<file path="src/rtl/audio_mode_ctrl_if.sv">
// Key, codec-clock and codec-control bundle for audio_mode_ctrl.
// The master side drives the keys and LR clocks; the slave side is the sequencer.
interface audio_mode_ctrl_if #(
  parameter int ADDR_W = 18
);
  logic              key_record;
  logic              key_play;
  logic              key_stop;
  logic              key_faster;
  logic              key_slower;
  logic              AUD_ADCLRCK;
  logic              AUD_DACLRCK;
  logic              record;
  logic              stop;
  logic              fast;
  logic [2:0]        rate;
  logic [1:0]        mode;
  logic [ADDR_W-1:0] rec_len;
  logic [ADDR_W-1:0] play_pos;

  modport master (
    output key_record, key_play, key_stop, key_faster, key_slower,
    output AUD_ADCLRCK, AUD_DACLRCK,
    input  record, stop, fast, rate, mode, rec_len, play_pos
  );

  modport slave (
    input  key_record, key_play, key_stop, key_faster, key_slower,
    input  AUD_ADCLRCK, AUD_DACLRCK,
    output record, stop, fast, rate, mode, rec_len, play_pos
  );
endinterface

</file>
<file path="src/rtl/audio_mode_ctrl.sv">
// audio_mode_ctrl: turns key pulses into codec record/stop/fast/rate controls and tracks frames.
// Optional macro LOOP_PLAY_EN: playback auto-end restarts from frame 0 instead of returning to IDLE.
module audio_mode_ctrl #(
  parameter int STOP_HOLD = 64,
  parameter int ADDR_W    = 18
) (
  input logic              clk,
  input logic              rst,
  audio_mode_ctrl_if.slave bus
);

  localparam int                HOLD_W    = $clog2(STOP_HOLD + 1);
  localparam logic [HOLD_W-1:0] HOLD_LAST = HOLD_W'(STOP_HOLD - 1);
  localparam int                SUM_W     = ADDR_W + 1;
  localparam logic [ADDR_W-1:0] ADDR_MAX  = '1;

  typedef enum logic [1:0] {
    IDLE   = 2'd0,
    CLR    = 2'd1,
    RECORD = 2'd2,
    PLAY   = 2'd3
  } state_t;

  state_t            state_q;
  state_t            target_q;
  state_t            clrExit_d;
  logic [HOLD_W-1:0] holdCnt_q;
  logic [ADDR_W-1:0] recLen_q;
  logic [ADDR_W-1:0] playPos_q;
  logic              stop_q;
  logic              record_q;
  logic [2:0]        speed_q;
  logic [2:0]        speed_d;
  logic              fast_q;
  logic [1:0]        adcSync_q;
  logic [1:0]        dacSync_q;
  logic              adcHist_q;
  logic              dacHist_q;
  logic              adcRise;
  logic              dacFall;
  logic [3:0]        step;
  logic [SUM_W-1:0]  playSum_d;
  logic              playEnd;
  logic              recLast;

  // Two-flop synchronisers plus a history flop give clean single-cycle LRCK edge events.
  always_ff @(posedge clk) begin
    if (rst) begin
      adcSync_q <= '0;
      dacSync_q <= '0;
      adcHist_q <= 1'b0;
      dacHist_q <= 1'b0;
    end else begin
      adcSync_q <= {adcSync_q[0], bus.AUD_ADCLRCK};
      dacSync_q <= {dacSync_q[0], bus.AUD_DACLRCK};
      adcHist_q <= adcSync_q[1];
      dacHist_q <= dacSync_q[1];
    end
  end

  assign adcRise = adcSync_q[1] & ~adcHist_q;
  assign dacFall = ~dacSync_q[1] & dacHist_q;

  always_comb begin
    speed_d = speed_q;
    if (bus.key_faster && !bus.key_slower && speed_q != 3'd7) begin
      speed_d = speed_q + 3'd1;
    end else if (bus.key_slower && !bus.key_faster && speed_q != 3'd0) begin
      speed_d = speed_q - 3'd1;
    end
    clrExit_d = bus.key_stop ? IDLE : target_q;
    // Step mirrors the codec's fast-play address increment.
    step = (!fast_q || speed_q == 3'd0) ? 4'd1 : (4'd8 + {1'b0, speed_q});
    playSum_d = {1'b0, playPos_q} + SUM_W'(step);
    playEnd   = playSum_d >= {1'b0, recLen_q};
    recLast   = recLen_q >= (ADDR_MAX - ADDR_W'(1));
  end

  always_ff @(posedge clk) begin
    if (rst) begin
      state_q   <= IDLE;
      target_q  <= IDLE;
      holdCnt_q <= '0;
      recLen_q  <= '0;
      playPos_q <= '0;
      stop_q    <= 1'b1;
      record_q  <= 1'b0;
      speed_q   <= 3'd0;
      fast_q    <= 1'b0;
    end else begin
      speed_q <= speed_d;
      fast_q  <= (speed_d != 3'd0);
      unique case (state_q)
        IDLE: begin
          if (bus.key_record) begin
            state_q   <= CLR;
            target_q  <= RECORD;
            holdCnt_q <= '0;
          end else if (bus.key_play && recLen_q != '0) begin
            state_q   <= CLR;
            target_q  <= PLAY;
            holdCnt_q <= '0;
          end
        end
        CLR: begin
          target_q <= clrExit_d;
          if (holdCnt_q == HOLD_LAST) begin
            holdCnt_q <= '0;
            state_q   <= clrExit_d;
            stop_q    <= (clrExit_d == IDLE);
            record_q  <= (clrExit_d == RECORD);
            if (clrExit_d == RECORD) recLen_q <= '0;
            if (clrExit_d == PLAY) playPos_q <= '0;
          end else begin
            holdCnt_q <= holdCnt_q + HOLD_W'(1);
          end
        end
        RECORD: begin
          if (bus.key_stop) begin
            state_q  <= IDLE;
            stop_q   <= 1'b1;
            record_q <= 1'b0;
          end else if (adcRise) begin
            if (recLast) begin
              recLen_q <= ADDR_MAX;
              state_q  <= IDLE;
              stop_q   <= 1'b1;
              record_q <= 1'b0;
            end else begin
              recLen_q <= recLen_q + ADDR_W'(1);
            end
          end
        end
        PLAY: begin
          if (bus.key_stop) begin
            state_q <= IDLE;
            stop_q  <= 1'b1;
          end else if (dacFall) begin
            if (playEnd) begin
              playPos_q <= recLen_q;
              stop_q    <= 1'b1;
`ifdef LOOP_PLAY_EN
              state_q   <= CLR;
              target_q  <= PLAY;
              holdCnt_q <= '0;
`else
              state_q   <= IDLE;
`endif
            end else begin
              playPos_q <= playSum_d[ADDR_W-1:0];
            end
          end
        end
      endcase
    end
  end

  assign bus.mode     = state_q;
  assign bus.stop     = stop_q;
  assign bus.record   = record_q;
  assign bus.fast     = fast_q;
  assign bus.rate     = speed_q;
  assign bus.rec_len  = recLen_q;
  assign bus.play_pos = playPos_q;

endmodule
</file>
<file path="src/flat_wrapper.sv">
// flat-port wrapper written by rule: the top's interface ports become plain ports
module audio_mode_ctrl_flat 
#(
  parameter int STOP_HOLD = 64,
  parameter int ADDR_W    = 18
)
  (clk, rst, bus_key_record, bus_key_play, bus_key_stop, bus_key_faster, bus_key_slower, bus_AUD_ADCLRCK, bus_AUD_DACLRCK, bus_record, bus_stop, bus_fast, bus_rate, bus_mode, bus_rec_len, bus_play_pos);
  audio_mode_ctrl_if #(.ADDR_W(ADDR_W)) bus_i ();
  input logic clk;
  input logic rst;
  input wire logic [$bits(bus_i.key_record)-1:0] bus_key_record;
  input wire logic [$bits(bus_i.key_play)-1:0] bus_key_play;
  input wire logic [$bits(bus_i.key_stop)-1:0] bus_key_stop;
  input wire logic [$bits(bus_i.key_faster)-1:0] bus_key_faster;
  input wire logic [$bits(bus_i.key_slower)-1:0] bus_key_slower;
  input wire logic [$bits(bus_i.AUD_ADCLRCK)-1:0] bus_AUD_ADCLRCK;
  input wire logic [$bits(bus_i.AUD_DACLRCK)-1:0] bus_AUD_DACLRCK;
  output wire logic [$bits(bus_i.record)-1:0] bus_record;
  output wire logic [$bits(bus_i.stop)-1:0] bus_stop;
  output wire logic [$bits(bus_i.fast)-1:0] bus_fast;
  output wire logic [$bits(bus_i.rate)-1:0] bus_rate;
  output wire logic [$bits(bus_i.mode)-1:0] bus_mode;
  output wire logic [$bits(bus_i.rec_len)-1:0] bus_rec_len;
  output wire logic [$bits(bus_i.play_pos)-1:0] bus_play_pos;
  assign bus_i.key_record = bus_key_record;
  assign bus_i.key_play = bus_key_play;
  assign bus_i.key_stop = bus_key_stop;
  assign bus_i.key_faster = bus_key_faster;
  assign bus_i.key_slower = bus_key_slower;
  assign bus_i.AUD_ADCLRCK = bus_AUD_ADCLRCK;
  assign bus_i.AUD_DACLRCK = bus_AUD_DACLRCK;
  assign bus_record = bus_i.record;
  assign bus_stop = bus_i.stop;
  assign bus_fast = bus_i.fast;
  assign bus_rate = bus_i.rate;
  assign bus_mode = bus_i.mode;
  assign bus_rec_len = bus_i.rec_len;
  assign bus_play_pos = bus_i.play_pos;
  audio_mode_ctrl #(.STOP_HOLD(STOP_HOLD), .ADDR_W(ADDR_W)) u_core (.clk(clk), .rst(rst), .bus(bus_i));
endmodule
</file>
<file path="config.mk">
export PLATFORM = sky130hd
export DESIGN_NAME = audio_mode_ctrl_flat
export DESIGN_NICKNAME = d
export VERILOG_FILES = /design/src/rtl/audio_mode_ctrl_if.sv /design/src/rtl/audio_mode_ctrl.sv /design/src/flat_wrapper.sv
export SDC_FILE = /design/constraint.sdc
export NUM_CORES = 1
export LEC_CHECK = 0
export CAP_MARGIN = 20
export CORE_ASPECT_RATIO = 0.9
export CORE_MARGIN = 2
export CORE_UTILIZATION = 60
export CTS_CLUSTER_SIZE = 16
export DETAILED_ROUTE_END_ITERATION = 12
export PLACE_DENSITY_LB_ADDON = 0.25
export SLEW_MARGIN = 20
export SYNTH_ARGS = -nofsm -noshare
export SYNTH_HDL_FRONTEND = slang
export SYNTH_SLANG_ARGS = --single-unit
</file>
<file path="constraint.sdc">
create_clock -name clk -period 9.1 [get_ports clk]
set_clock_uncertainty 0.1 [all_clocks]
set_input_delay 1.82 -clock clk [delete_from_list [all_inputs] [get_ports clk]]
set_output_delay 1.82 -clock clk [all_outputs]
set_load 0.05 [all_outputs]
</file>
==> summary.txt, run 1 <==
Worst setup path
  – Cell at the slowest stage of the critical path: sky130_fd_sc_hd__or3_1
  – Source of the worst register-to-register timing path: u_core.bus.rate[0]$_SDFF_PP0_
  – Slowest stage delay, CP: 0.51 ns
  – R2r endpoint: u_core.bus.play_pos[12]$_SDFFE_PP0P_
  – Setup crit start: u_core.bus.rate[0]$_SDFF_PP0_
  – Number of cell instances on the worst register-to-register path: 21
  – Critical path data required time: around 9.2 ns
  – Worst Setup Start Kind: register
  – Most common cell on crit path: sky130_fd_sc_hd__ha_1
  – Number of buffers and inverters on the critical path: 2
  – Sort of element at the end of the critical path: register
  – Register-to-register setup slack: approximately 3.9 ns
  – Family with the most delay on the worst path: simple AND/OR/NAND/NOR gates
  – CP Data Arrival Time: ~5.3 ns
  – Maximum fanout encountered on the critical timing path: 23
  – Critical setup path kind: reg2reg
  – Critical path cell sequence: inv_1, ha_1, nand2b_1, and2_1, nand2_1, ha_1, inv_1, fa_1, nand2b_1, o2bb2ai_1, or3_1, nor2_1, xor2_1, ha_1, and3_1, a221o_1, o21ai_0, o311a_4, and2_4, mux2i_1, a31oi_1

Layout
  – Count of inserted antenna diode cells: 0
  – Share of post-route cells with drive strength above 1: 4.33%
  – Area growth from synthesis to layout: 16.9%
  – Final instance count without filler cells: 668
  – # nets final: 617
  – Fillcell total: 556

Detailed routing
  – Total DRC errors in the routed layout: 0
  – Final ANT Viol Nets: 0
  – Routed length on met1: ~4700 µm
  – Met2 wire length: around 5600 µm
  – Post-Route WL: roughly 11000 µm
  – Iter 0 DRT Violations: 464
  – Total number of vias: roughly 4300
  – Number of detailed-route iterations in the first pass: 8
  – Highest metal used: met4
  – Met3 WL: about 1000 µm
  – Mean number of vias per cell: about 6.4
  – Routed wire length per instance: 17.2 µm

STA
  – Number of failing hold endpoints at the final stage: 0
  – Minimum hold slack: 0.335 ns
  – Worst-Margin Slew: approximately 1.1 ns
  – Worst relative slew slack: approximately 25%
  – Setup repair after global routing missed its margin: no
  – Final min period: roughly 5.2 ns
  – Peak Freq: between 0.15 and 0.2 GHz
  – Fin. max-slew vios: 0
  – Crit share post-route: 57.5%
  – Number of endpoints failing setup at the final stage: 0
  – Setup slack of the critical path after layout: around 3.9 ns
  – Sum of negative setup slack: 0 ns

Die
  – Die outline width: approximately 91 µm
  – Floorplan row count: 28
  – Die boundary height: just over 80 µm
  – Core Box Area: 0.00659 mm²
  – Die Area: ~0.0075 mm²
  – Initial core utilization: between 60% and 70%
  – Total I/O pin count: 53

Pwr
  – Part of the total power dissipated in sequential elements: 39.9%
  – Standby leakage power: between 0.0015 and 0.002 µW
  – Power per cell area: roughly 140 mW/mm²
  – Combinational share of power: 21.4%
  – Switching share of power: about a third
  – Part of the total power dissipated in the clock network: about two fifths
  – Peak supply drop: between 0.1 and 0.15 mV
  – Int Power: ~470 µW
  – Power dissipated by switching net loads: 217 µW

Worst hold path
  – Worst hold path endpoint: u_core.dacSync_q[1]$_SDFF_PP0_
  – Path category of the worst min-delay check: reg2reg
  – Start point of the worst min-delay path: u_core.dacSync_q[0]$_SDFF_PP0_
  – Worst hold stages: 1

Clock tree
  – # Post-CTS Setup Buffers: 0
  – Sink Count: 59
  – H-tree depth: 3
  – Hold-fix buffers, CTS: 0
  – TritonCTS Buffers: 9
  – Number of gates given a new drive strength after cts: 0
  – Buffer levels on the longest clock path: 2
  – CTS root buffer: sky130_fd_sc_hd__clkbuf_8
  – CTS tree: yes
  – Clock insertion delay at the later pin of the skew report: roughly 0.36 ns
  – Clock transition at the register clock pins on the worst setup and hold paths after CTS: 0.07 ns

Yosys
  – Library cell occupying the most area in the post-synthesis netlist: sky130_fd_sc_hd__dfxtp_1
  – Average cell area after synthesis: around 7.5 µm²
  – Number of enable flip-flop cells after synthesis: 0
  – Top cell types by occurrence after synthesis: 62 x sky130_fd_sc_hd__a21oi_1, 59 x sky130_fd_sc_hd__dfxtp_1, 52 x sky130_fd_sc_hd__nand2_1
  – Number of distinct standard cells referenced by the synthesized netlist: 60
  – Area share of the largest cell type after synthesis: between 20% and 30%
  – Post-Syn Instances: around 540
  – Post-synthesis instance area: ~0.0041 mm²
  – Dominant cells by area after synthesis: sky130_fd_sc_hd__dfxtp_1 29%, sky130_fd_sc_hd__ha_1 10%, sky130_fd_sc_hd__a21oi_1 7.6%
  – Proportion of synthesized chip area in sequential cells: 28.8%
  – Warnings, synthesis: 0
  – Dominant cell by count in the synthesized netlist: sky130_fd_sc_hd__a21oi_1
  – Number of nets produced by synthesis: between 500 and 600
  – Synth Register Bits: between 50 and 60
  – Post-synth ARST share: 0%
  – Most used flip-flop cell after synthesis: sky130_fd_sc_hd__dfxtp_1

GRT
  – Gr ovfl total: 0
  – Wire length of the first global-routing pass: around 18000 µm
  – Global-route usage over all layers: 30.5%
  – Vias in the first global route: about 3900
  – Number of antenna violations at the first check in global routing: 0
  – Maximum number of pins on one net before global-route repair: 55

Placed design
  – Number of input and output port buffers inserted: between 50 and 60
  – Number of placed instances, taps included: about 650
  – Sum of net half-perimeters after detailed placement: around 8100 µm
  – Last weighted congestion value of the routability-driven placer: 0.932
  – Worst setup slack before clock tree synthesis: 3.98 ns

Flow run
  – Total of max-cap violations: 0

Outcome
  – Result of the run: complete, no violations
[power by group through the flow]
stage | clock [µW] | sequential [µW] | combinational [µW]
2_1_floorplan | 0 | 291 | 94.8
3_3_place_gp | 0 | 278 | 137
3_5_place_dp | 0 | 279 | 142
4_1_cts | 266 | 273 | 143
5_1_grt | 277 | 274 | 158
6_report | 265 | 273 | 146
[through the flow]
step	util, %	area, µm²	total power, µW
2_1_floorplan	-	4110	386
3_3_place_gp	69.7	4590	415
3_5_place_dp	69.7	4590	421
4_1_cts	72.9	4800	682
5_1_grt	72.9	4800	710
6_report	72.9	4800	684
[state kept, by name, summed over array words and instances, names as in the netlist, 2 cells and up]
register             count
u_core.dacSync_q         2
u_core.bus.play_pos     18
u_core.holdCnt_q         7
u_core.bus.rate          3
u_core.bus.mode          2
u_core.target_q          2
u_core.adcSync_q         2
u_core.bus.rec_len      18
[worst register-to-register path: cells and delay by family, from the launching register on]
| kind | cells | cell delay [ns] |
|---|---|---|
| AND/OR/NAND/NOR | 8 | 1.71 |
| AO/OA/AOI/OAI | 5 | 1.18 |
| adder cells (fa/ha/maj) | 4 | 1.05 |
| flip-flops | 1 | 0.33 |
| multiplexers | 1 | 0.27 |
| XOR/XNOR | 1 | 0.22 |
| buffers and inverters | 2 | 0.21 |
[worst max-delay path by stage]
stage,endpoint,cells after the start
3_3_place_gp,u_core.bus.play_pos[13]$_SDFFE_PP0P_,21
4_1_cts,u_core.bus.play_pos[12]$_SDFFE_PP0P_,21
3_5_place_dp,u_core.bus.play_pos[13]$_SDFFE_PP0P_,21
5_1_grt,u_core.bus.play_pos[12]$_SDFFE_PP0P_,21
2_1_floorplan,u_core.bus.play_pos[5]$_SDFFE_PP0P_,22
6_report,u_core.bus.play_pos[12]$_SDFFE_PP0P_,21
[per-layer routing]
metal	vias to the layer above	global-route usage (%)
met5	-	0
met4	0	10.9
met3	29	6.90
met2	246	54.3
met1	1990	36.9
li1	2017	-
[layout make-up]
cell class	instances	area [µm²]	share of cell area, %
Tap cell	90	113	2.34
Sequential cell	59	1180	24.6
Multi-Input combinational cell	415	2650	55.1
Inverter	35	131	2.74
Clock buffer	11	131	2.74
Clock inverter	5	77.6	1.62
Timing Repair Buffer	53	523	10.9
[placed cells by master (no fill, tap or decap), drive strengths merged, types with 7 or more instances in the layout]
master          n
a21oi          62
a31oi          12
and3           12
clkbuf         11
clkdlybuf4s50  51
dfxtp          59
ha             34
inv            34
nand2          52
nand3          22
nand4          23
nor2           34
nor2b           8
nor3           24
nor4            9
o21ai          23
or3             7
xnor2          11
[kinds of logic (layout without fill, tap and decap cells)]
logic type	count (synthesis)	after routing	share of synthesized area [%]
and+or+nand+nor	220	220	27.8
AOI/OAI and AO/OA	138	138	20.9
buffers and inverters	70	104	6.82
DFF	59	59	28.8
adders and majority gates	35	35	10.8
xor gates and xnor gates	17	17	3.63
muxes	5	5	1.22
Power figures use the tool's default switching activity.
==> run 2, diff against run 1 <==
--- a/config.mk
+++ b/config.mk
@@ -8,7 +8,7 @@
 export CAP_MARGIN = 20
 export CORE_ASPECT_RATIO = 0.9
 export CORE_MARGIN = 2
-export CORE_UTILIZATION = 60
+export CORE_UTILIZATION = 51
 export CTS_CLUSTER_SIZE = 16
 export DETAILED_ROUTE_END_ITERATION = 12
 export PLACE_DENSITY_LB_ADDON = 0.25
==> constraint.sdc (replaced) <==
create_clock -name clk -period 4.5 [get_ports clk]
set_clock_uncertainty 0.1 [all_clocks]
set_input_delay 0.9 -clock clk [delete_from_list [all_inputs] [get_ports clk]]
set_output_delay 0.9 -clock clk [all_outputs]
set_load 0.05 [all_outputs]
==> run 2 against run 1 <==
Effect of this change: wire length is 6.6% higher; clock-buffer cell count is 1 lower; sequential power increased by 100%; clock power increased by 100%; flip-flop and latch count did not move; final area grew 7.6%; first-iteration DRC count decreased by 12%; non-clock buffer count rose by 21; critical path type unchanged.
==> summary.txt, run 2 (same netlist as run 1, synthesis figures left out) <==
Outcome
  – Result of the run: complete, no violations

Layout
  – Most common cell after layout, fill and taps aside: sky130_fd_sc_hd__a21oi_1
  – Highest-count cells in the layout ignoring fill and taps: 60 x sky130_fd_sc_hd__a21oi_1, 56 x sky130_fd_sc_hd__dfxtp_1, 51 x sky130_fd_sc_hd__clkdlybuf4s50_1
  – Post-layout util: around 65%
  – Share of post-route cells with drive strength above 1: between 10% and 20%
  – # nets final: approximately 640
  – Area growth from synthesis to layout: 25.8%
  – Count of inserted antenna diode cells: 0
  – Fillcell total: between 600 and 700

Detailed routing
  – Final ANT Viol Nets: 0
  – Highest metal used: met4
  – Met3 WL: around 1100 µm
  – Routed length on met1: ~5000 µm
  – Number of detailed-route iterations in the first pass: 5
  – Total DRC errors in the routed layout: 0
  – Routed wire length per instance: roughly 17 µm
  – Total number of vias: roughly 4400
  – Met2 wire length: 5800 µm
  – Iter 0 DRT Violations: 409
  – Mean number of vias per cell: ~6.3
  – Post-Route WL: around 12000 µm

Pwr
  – Overall Power: about 1400 µW
  – Power dissipated by switching net loads: between 400 and 500 µW
  – Part of the total power dissipated in sequential elements: 38.8%
  – Peak supply drop: roughly 0.2 mV
  – Standby leakage power: ~0.0019 µW
  – Part of the total power dissipated in the clock network: 37.1%
  – Power per cell area: about 280 mW/mm²
  – Combinational share of power: approximately a quarter
  – Int Power: between 900 and 1000 µW
  – Switching share of power: 31.8%

Clock tree
  – CTS root buffer: sky130_fd_sc_hd__clkbuf_8
  – H-tree depth: 3
  – Buffer levels on the longest clock path: 2
  – TritonCTS Buffers: 9
  – Sink Count: between 50 and 60
  – Clock insertion delay at the later pin of the skew report: 0.35 ns
  – Clock transition at the register clock pins on the worst setup and hold paths after CTS: approximately 0.070 ns
  – CTS tree: yes

Worst setup path
  – Most common cell on crit path: sky130_fd_sc_hd__ha_4
  – Cell at the slowest stage of the critical path: sky130_fd_sc_hd__or4_4
  – Slowest stage delay, CP: between 0.4 and 0.5 ns
  – Critical path cell sequence: inv_4, ha_4, nand2b_1, and2_4, nand2_4, ha_4, inv_2, fa_2, nand2b_4, o2bb2ai_4, or3_4, buf_6, xnor2_1, ha_1, and3_4, a221o_1, o21ai_2, o311a_4, a21oi_4, or4_4, o41ai_2
  – Maximum fanout encountered on the critical timing path: 6
  – Sort of element at the end of the critical path: register
  – Worst Setup Start Kind: register
  – Number of cell instances on the worst register-to-register path: 21
  – CP Data Arrival Time: 4.51 ns
  – Critical setup path kind: reg2reg
  – Critical path data required time: about 4.7 ns

Die
  – Total I/O pin count: 53
  – Die boundary height: slightly below 90 µm
  – Initial core utilization: between 50 and 60%
  – Core Box Area: about 0.0079 mm²
  – Die outline width: 98.6 µm
  – Floorplan row count: 31
  – Die Area: 0.00879 mm²

STA
  – Worst relative slew slack: 37.6%
  – Worst-Margin Slew: 0.928 ns
  – Number of endpoints failing setup at the final stage: 0
  – Crit share post-route: a little over nine tenths
  – Number of failing hold endpoints at the final stage: 0
  – Fin. max-slew vios: 0
  – Peak Freq: between 0.2 and 0.25 GHz
  – Final min period: approximately 4.4 ns

Placed design
  – Sum of net half-perimeters after detailed placement: roughly 8200 µm
  – Last weighted congestion value of the routability-driven placer: ~0.9
  – Number of input and output port buffers inserted: 52

GRT
  – Gr ovfl total: 0
  – Global-route usage over all layers: 26.8%
  – Maximum number of pins on one net before global-route repair: 43
  – Wire length of the first global-routing pass: roughly 19000 µm
  – Number of antenna violations at the first check in global routing: 0
  – Vias in the first global route: 3941

Worst hold path
  – Worst hold stages: 1
  – Path category of the worst min-delay check: reg2reg

Flow run
  – Total of max-cap violations: 0
==> run 2: worst paths after layout <==
path | start | to | slack [ns]
worst max-delay path | u_core.bus.rate[0]$_SDFF_PP0_ | u_core.bus.mode[1]$_SDFFE_PP0P_ | 0.14
worst min-delay path | u_core.dacSync_q[0]$_SDFF_PP0_ | u_core.dacSync_q[1]$_SDFF_PP0_ | 0.34
worst min register to register | u_core.dacSync_q[0]$_SDFF_PP0_ | u_core.dacSync_q[1]$_SDFF_PP0_ | 0.34
worst max register to register | u_core.bus.rate[0]$_SDFF_PP0_ | u_core.bus.mode[1]$_SDFFE_PP0P_ | 0.14
==> run 2: final cells by class <==
type                    count  area, µm²  share of cell area [%]
repair buffers             74        688                    13.3
flip-flops and latches     59       1190                    23.0
well taps                  99        124                    2.40
inverters                  35        136                    2.64
clock inverters             6       80.1                    1.55
clock buffers              10        128                    2.47
multi-input cells         419       2820                    54.6
==> run 2: power by group through the flow <==
stage | Sequential [µW] | Combinational [µW] | Clock (µW)
floorplan | 591 | 195 | 0
global route | 554 | 371 | 558
detailed placement | 564 | 303 | 0
global placement | 563 | 297 | 0
CTS | 552 | 309 | 535
finish | 553 | 344 | 529
==> run 2: timing repair <==
item	4_1_cts	5_1_grt
setup buffers	4	4
setup endpoints to repair	19	21
gates cloned	1	3
endpoints found under the hold margin	0	0
pin swaps	2	9
hold buffers	0	0
gates resized for setup	4	29
==> run 2: through the flow <==
step / hold WS [ns] / std cells / setup TNS [ns] / worst slack, ns / cell area (µm²)
after global placement: 0.318 / 674 / 0 / 0.0756 / 4720
after floorplan: 0.314 / 544 / 0 / 0.00573 / 4130
after detailed placement: 0.325 / 674 / -0.800 / -0.112 / 4720
final: 0.338 / 702 / 0 / 0.136 / 5170
after CTS: 0.341 / 695 / 0 / 0.0268 / 4980
after global routing: 0.365 / 702 / -0.00136 / -0.00136 / 5170
==> run 2: critical path: cells and delay by family, from the launching register on <==
kind,cells,cell delay (ns)
and+or+nand+nor,7,1.39
buffers and inverters,3,0.25
DFF,1,0.36
AOI/OAI and AO/OA,6,1.06
xor gates and xnor gates,1,0.12
adders and majority gates,4,0.96
==> run 2: layer usage <==
layer,vias to the layer above,global-route usage (%)
met4,0,8.84
met5,-,0
met3,31,5.94
li1,2076,-
met2,258,45.1
met1,2048,34.6
